===== src/rtl/chip_pkg.sv =====
// Shared CHIP tile constants, the edge-row FIFO entry and a popcount helper.
// EDGE_POPCOUNT_EN adds a per-row popcount field to the entry.
package chip_pkg;
  localparam int TILE_OUT_DIM  = 18;
  localparam int TILE_BITS     = 324;
  localparam int TILE_IN_WORDS = 80;

  typedef struct packed {
    logic [4:0]              idx;
    logic                    last;
`ifdef EDGE_POPCOUNT_EN
    logic [4:0]              pop;
`endif
    logic [TILE_OUT_DIM-1:0] data;
  } row_entry_t;

  function automatic logic [4:0] popcount(input logic [TILE_OUT_DIM-1:0] v);
    logic [4:0] n;
    n = '0;
    for (int i = 0; i < TILE_OUT_DIM; i++) n = n + 5'(v[i]);
    return n;
  endfunction
endpackage


===== src/rtl/edge_row_fifo.sv =====
// Synchronous row FIFO with registered full/empty/count flags.
// Entry width is generic; EDGE_POPCOUNT_EN only changes what the top stores.
module edge_row_fifo #(
  parameter int WIDTH = 8,
  parameter int DEPTH = 4
) (
  input  logic                     clk,
  input  logic                     reset,
  input  logic                     push,
  input  logic                     pop,
  input  logic [WIDTH-1:0]         wdata,
  output logic [WIDTH-1:0]         rdata,
  output logic                     full,
  output logic                     empty,
  output logic [$clog2(DEPTH):0]   count
);
  localparam int AW = $clog2(DEPTH);

  logic [WIDTH-1:0] mem [DEPTH];
  logic [AW-1:0]    wr_ptr, rd_ptr;
  logic [AW:0]      count_nx;
  logic             do_push, do_pop;

  // A full FIFO still takes a push when the head leaves in the same cycle.
  assign do_pop  = pop & ~empty;
  assign do_push = push & (~full | do_pop);

  always_comb begin
    count_nx = count;
    if (do_push && !do_pop)      count_nx = count + 1'b1;
    else if (do_pop && !do_push) count_nx = count - 1'b1;
  end

  always_ff @(posedge clk) begin
    if (reset) begin
      wr_ptr <= '0;
      rd_ptr <= '0;
      count  <= '0;
      full   <= 1'b0;
      empty  <= 1'b1;
    end else begin
      if (do_push) wr_ptr <= wr_ptr + 1'b1;
      if (do_pop)  rd_ptr <= rd_ptr + 1'b1;
      count <= count_nx;
      full  <= (count_nx == (AW+1)'(DEPTH));
      empty <= (count_nx == '0);
    end
  end

  always_ff @(posedge clk) begin
    if (!reset && do_push) mem[wr_ptr] <= wdata;
  end

  assign rdata = mem[rd_ptr];
endmodule


===== src/rtl/edge_row_packer.sv =====
// Packs the serial hysteresis edge stream into MSB-first rows and queues them.
// Define EDGE_POPCOUNT_EN to add the row_pop output carried with each row.
module edge_row_packer
  import chip_pkg::*;
#(
  parameter int ROW_W      = TILE_OUT_DIM,
  parameter int ROWS       = TILE_OUT_DIM,
  parameter int FIFO_DEPTH = 4
) (
  input  logic             clk,
  input  logic             reset,
  input  logic             edge_in,
  input  logic             readable,
  output logic [ROW_W-1:0] row_data,
  output logic [4:0]       row_idx,
  output logic             row_last,
  output logic             row_valid,
  input  logic             row_ready,
`ifdef EDGE_POPCOUNT_EN
  output logic [4:0]       row_pop,
`endif
  output logic             tile_done,
  output logic             overflow
);
  localparam int BW = (ROW_W > 1) ? $clog2(ROW_W) : 1;

  typedef enum logic {IDLE, COLLECT} state_t;

  state_t           state, state_nx;
  logic [BW-1:0]    bit_cnt;
  logic [4:0]       row_cnt;
  logic [ROW_W-2:0] shreg;
  logic [ROW_W-1:0] row_word;
  logic             bit_end, row_end, push, pop, drop;
  logic             fifo_full, fifo_empty;
  logic [$clog2(FIFO_DEPTH):0] fifo_count_unused;
  logic             tile_done_q, overflow_q;
  row_entry_t       wr_entry, rd_entry;

  assign bit_end  = (bit_cnt == BW'(ROW_W-1));
  assign row_end  = (row_cnt == 5'(ROWS-1));
  assign push     = readable & bit_end;
  assign row_word = {shreg, edge_in};
  assign pop      = row_valid & row_ready;
  // Upstream cannot stall: a row arriving at a full, non-draining FIFO is lost.
  assign drop     = push & fifo_full & ~pop;

  always_comb begin
    wr_entry      = '0;
    wr_entry.idx  = row_cnt;
    wr_entry.last = row_end;
    wr_entry.data = TILE_OUT_DIM'(row_word);
`ifdef EDGE_POPCOUNT_EN
    wr_entry.pop  = popcount(wr_entry.data);
`endif
  end

  always_comb begin
    state_nx = state;
    case (state)
      IDLE:    if (readable) state_nx = (push && row_end) ? IDLE : COLLECT;
      COLLECT: if (push && row_end) state_nx = IDLE;
      default: state_nx = IDLE;
    endcase
  end

  always_ff @(posedge clk) begin
    if (reset) state <= IDLE;
    else       state <= state_nx;
  end

  // Old bits fall off the top of shreg, so no clear is needed between rows.
  always_ff @(posedge clk) begin
    if (reset) begin
      bit_cnt     <= '0;
      row_cnt     <= '0;
      shreg       <= '0;
      tile_done_q <= 1'b0;
      overflow_q  <= 1'b0;
    end else begin
      tile_done_q <= push & row_end;
      if (drop) overflow_q <= 1'b1;
      if (readable) begin
        shreg   <= row_word[ROW_W-2:0];
        bit_cnt <= bit_end ? '0 : bit_cnt + 1'b1;
        if (bit_end) row_cnt <= row_end ? '0 : row_cnt + 1'b1;
      end
    end
  end

  edge_row_fifo #(
    .WIDTH ($bits(row_entry_t)),
    .DEPTH (FIFO_DEPTH)
  ) u_fifo (
    .clk   (clk),
    .reset (reset),
    .push  (push),
    .pop   (pop),
    .wdata (wr_entry),
    .rdata (rd_entry),
    .full  (fifo_full),
    .empty (fifo_empty),
    .count (fifo_count_unused)
  );

  assign row_valid = ~fifo_empty & ~reset;
  assign row_data  = row_valid ? rd_entry.data[ROW_W-1:0] : '0;
  assign row_idx   = row_valid ? rd_entry.idx : '0;
  assign row_last  = row_valid & rd_entry.last;
`ifdef EDGE_POPCOUNT_EN
  assign row_pop   = row_valid ? rd_entry.pop : '0;
`endif
  assign tile_done = tile_done_q & ~reset;
  assign overflow  = overflow_q & ~reset;
endmodule


===== config.mk =====
export PLATFORM = sky130hd
export DESIGN_NAME = edge_row_packer
export DESIGN_NICKNAME = d
export VERILOG_FILES = /design/src/rtl/chip_pkg.sv /design/src/rtl/edge_row_fifo.sv /design/src/rtl/edge_row_packer.sv
export SDC_FILE = /design/constraint.sdc
export NUM_CORES = 1
export LEC_CHECK = 0
export BUFFER_PORTS_ARGS = -buffer_cell sky130_fd_sc_hd__clkbuf_2
export CORE_AREA = 5 5 122 124
export CTS_CLUSTER_SIZE = 28
export DETAILED_ROUTE_END_ITERATION = 10
export DIE_AREA = 0 0 127 129
export REMOVE_ABC_BUFFERS = 1
export SLEW_MARGIN = 0
export SYNTH_ARGS = -nofsm -noshare
export SYNTH_HDL_FRONTEND = slang
export SYNTH_SLANG_ARGS = --single-unit

===== constraint.sdc =====
create_clock -name clk -period 2.7 [get_ports clk]
set_input_delay 0.135 -clock clk [delete_from_list [all_inputs] [get_ports clk]]
set_output_delay 0.135 -clock clk [all_outputs]
set_load 0.02 [all_outputs]

==> run metrics <==
library cell occupying the most area in the post-synthesis netlist=edfxtp_1; Setup Slack @ Placement=0.554 ns; most instantiated flip-flop cell in the synthesis netlist=edfxtp_1; worst-path fanout max=13; Required @ worst endpoint=2.57 ns; largest clock skew in the final design=0.00973 ns; top cells by area, synth=edfxtp_1, dfxtp_1, mux4_2, and2_1, mux2i_1; Worst path max stage delay=0.64 ns; unrepaired setup endpoints after global routing=no; wire length per cell=16.5 um; Final ANT Viol Nets=0; number of setup violations in the final report=0; Layout fillers=1205; kind of critical path=flop to output pin; number of distinct standard cells referenced by the synthesized netlist=36; n_diodes=0; worst hold-check path type=input pin to flop; Clock Sink Count=136; max frequency=438 MHz; DR pass1 iterations=4; Die W=127 um; placer's final routability congestion estimate=0.721; top metal layer carrying routed signals=met4; number of cells upsized or downsized after cts=0; pin slew with the least headroom to its limit=0.491 ns; number of global-route vias before repair=2901; CP endpoint=row_data[14]; Post-Route Utilization=0.464; Register-to-Register Path Depth=5; portion of synthesized cell area occupied by the leading cell type=0.539; via-per-instance ratio=4.92; Peak VDD IR=0.521 mV; share of post-route cells with drive strength above 1=0.264; number of antenna violations at the first check in global routing=0; Syn Inst Count=330; Rel. slew slack=0.673; Die Height=129 um; sequential fraction of the synthesis area=0.689; buffers added on ports=31; kind of capture point of the worst setup path=output pin; max-slew violations=0; Worst R2R Start=u_fifo.empty; remaining design rule violation count=0; maximum number of pins on one net before global-route repair=41; Clock Tree Root=clkbuf_16; gate family responsible for the most delay along the worst path=flip-flops; synthesized area divided by synthesized cell count=16.2 um^2; fraction of registers with async set/reset=0; Cell Area, Placed=5740 um^2; floorplan core area=13700 um^2; total die area=16400 um^2; clock buffer count from CTS=17; Final Hold Violating Endpoints=0; area overhead of the layout relative to synthesis=18.8%; static leakage=2.29 nW; global-route wire length before repair=15.5 mm; FF+latch count, synth=136; Total Routed Length=9.37 mm; fraction of the cycle the final worst path needs=0.846; CTS tree=yes; Crit-path slowest cell=dfxtp_2; total power divided by cell area=781 nW/um^2; reg-to-reg slack, setup=0.56 ns; critical path depth=4; launching element type of the critical path=flop; first-iteration detailed-routing DRC count=222; sequence of cells on the critical path=buf_12 -> mux4_2 -> and2_1 -> clkbuf_2; All-Layer GR Usage=0.124; standard-cell rows=43; Worst Path Buf+Inv=2; GRT Residual Overflow=0; met3 WL=317 um; final-layout setup total negative slack=0 ns; H-tree depth reported by CTS=4; Mapped Area=5350 um^2; number of buffers on the longest clock path=2; number of violations of the max-capacitance limit=0; final worst path period need=2.28 ns; later-pin clock latency in the skew report=0.41 ns; detailed-routed wire length on met2=4.60 mm; run status=completed; I/O pins=32; met1 wire length=4.35 mm; final standard cell area without fillers=6350 um^2; HPWL Detailed=5.49 mm; number of warnings printed during yosys synthesis=0; clock-pin slew reported for the worst setup and hold paths after clock tree synthesis=0.06 ns; worst reg2reg endpoint=u_fifo.mem[0][2]; Vias=2790; effective utilization at floorplan=0.391; number of nets at the end of the flow=389; number of enable flip-flop cells after synthesis=96; arrival time reported for the critical path endpoint=2.15 ns; smallest setup slack after layout=0.416 ns
==> cell usage in the layout, fill, tap and decap left out, drive strengths merged, types with 2 or more instances in the layout <==
| cell type | netlist | layout |
|---|---|---|
| edfxtp | 96 | 96 |
| clkbuf | 8 | 49 |
| dfxtp | 40 | 40 |
| nor2 | 35 | 35 |
| and2 | 30 | 30 |
| mux4 | 24 | 24 |
| mux2i | 17 | 17 |
| ha | 10 | 10 |
| buf | 9 | 10 |
| inv | 6 | 10 |
| nand2 | 8 | 8 |
| xor2 | 7 | 7 |
| xnor2 | 5 | 5 |
| nor3 | 5 | 5 |
| clkinv | 0 | 5 |
| nand4 | 4 | 4 |
| nor2b | 3 | 3 |
| a21oi | 3 | 3 |
| bufinv | 0 | 3 |
| nor3b | 3 | 3 |
| a211oi | 2 | 2 |
| mux2 | 2 | 2 |
| a22o | 2 | 2 |
| clkinvlp | 0 | 2 |
==> worst register-to-register path: stages (launching register included) <==
cell and delay [ns]:
dfxtp_1 0.33, or3b_2 0.49, nand2_1 0.12, nor3b_1 0.31
and2_1 0.18, buf_4 0.35
==> Yosys cell counts, types with 2 or more instances <==
library cell	instances
buf_2	5
nor2_1	35
a22o_1	2
a211oi_1	2
inv_1	6
nand2_1	8
nor2b_1	3
a21oi_1	3
ha_1	10
and2_1	29
clkbuf_1	8
xnor2_1	5
mux2_4	2
buf_1	3
dfxtp_1	40
nand4_1	4
xor2_1	7
edfxtp_1	96
mux4_2	24
mux2i_1	17
nor3_1	5
nor3b_1	2
==> worst min-delay path by stage <==
stage / startpoint / to / slack, ns / cells past startpoint
after floorplan: reset / u_fifo.wr_ptr[1] / 0.20 / 1
after global placement: edge_in / u_fifo.mem[1][0] / 0.39 / 1
after detailed placement: edge_in / u_fifo.mem[0][0] / 0.40 / 1
after CTS: reset / overflow_q / 0.19 / 4
after global routing: reset / overflow_q / 0.25 / 4
final: reset / overflow_q / 0.18 / 4
==> kinds of logic after synthesis <==
kind of cell	after synthesis	synth area share
multiplexers	43	0.139
AO/OA/AOI/OAI	13	0.0178
AND/OR/NAND/NOR	93	0.0927
flip-flops	136	0.689
XOR/XNOR	12	0.0197
adder cells (fa/ha/maj)	10	0.0234
buffers and inverters	23	0.0187
==> what timing repair did <==
item,in CTS,in global routing
hold buffers,1,0
hold endpoints to repair,4,0
buffers inserted,0,0
==> flip-flops by register name (all words and copies together) (netlist names), named ones only <==
signal	count
u_fifo.mem	96
shreg	17
bit_cnt	5
row_cnt	5
u_fifo.count	3
u_fifo.rd_ptr	2
u_fifo.wr_ptr	2
overflow_q	1
tile_done_q	1
u_fifo.empty	1
u_fifo.full	1
==> routing by layer <==
| layer | global-route usage | vias up |
|---|---|---|
| met1 | 0.162 | 1408 |
| met2 | 0.201 | 48 |
| met3 | 0.0332 | 8 |
| met4 | 0.0423 | 0 |
| met5 | 0 | - |
| li1 | - | 1326 |
==> cell type report <==
class | instances | area (um^2) | area share
multi-input combinational | 171 | 1560 | 0.246
inverter | 6 | 22.5 | 0.00355
clock inverter | 14 | 171 | 0.0270
tap | 180 | 225 | 0.0355
sequential | 136 | 3680 | 0.581
clock buffer | 18 | 429 | 0.0676
timing repair buffer | 42 | 253 | 0.0398
==> power breakdown <==
part           switching (mW)  total, mW  internal, mW
Clock                   0.857       2.32          1.46
Sequential             0.0320       2.26          2.23
Combinational           0.212      0.378         0.167
Total                    1.10       4.96          3.86
==> metrics by stage <==
step           hold WS (ns)  std cells  power, mW
5_1_grt               0.254        567       5.16
3_5_place_dp          0.398        534       2.69
2_1_floorplan         0.204        313       2.55
3_3_place_gp          0.395        534       2.68
4_1_cts               0.190        567       5.02
6_report              0.176        567       4.96
Power figures use the tool's default switching activity.
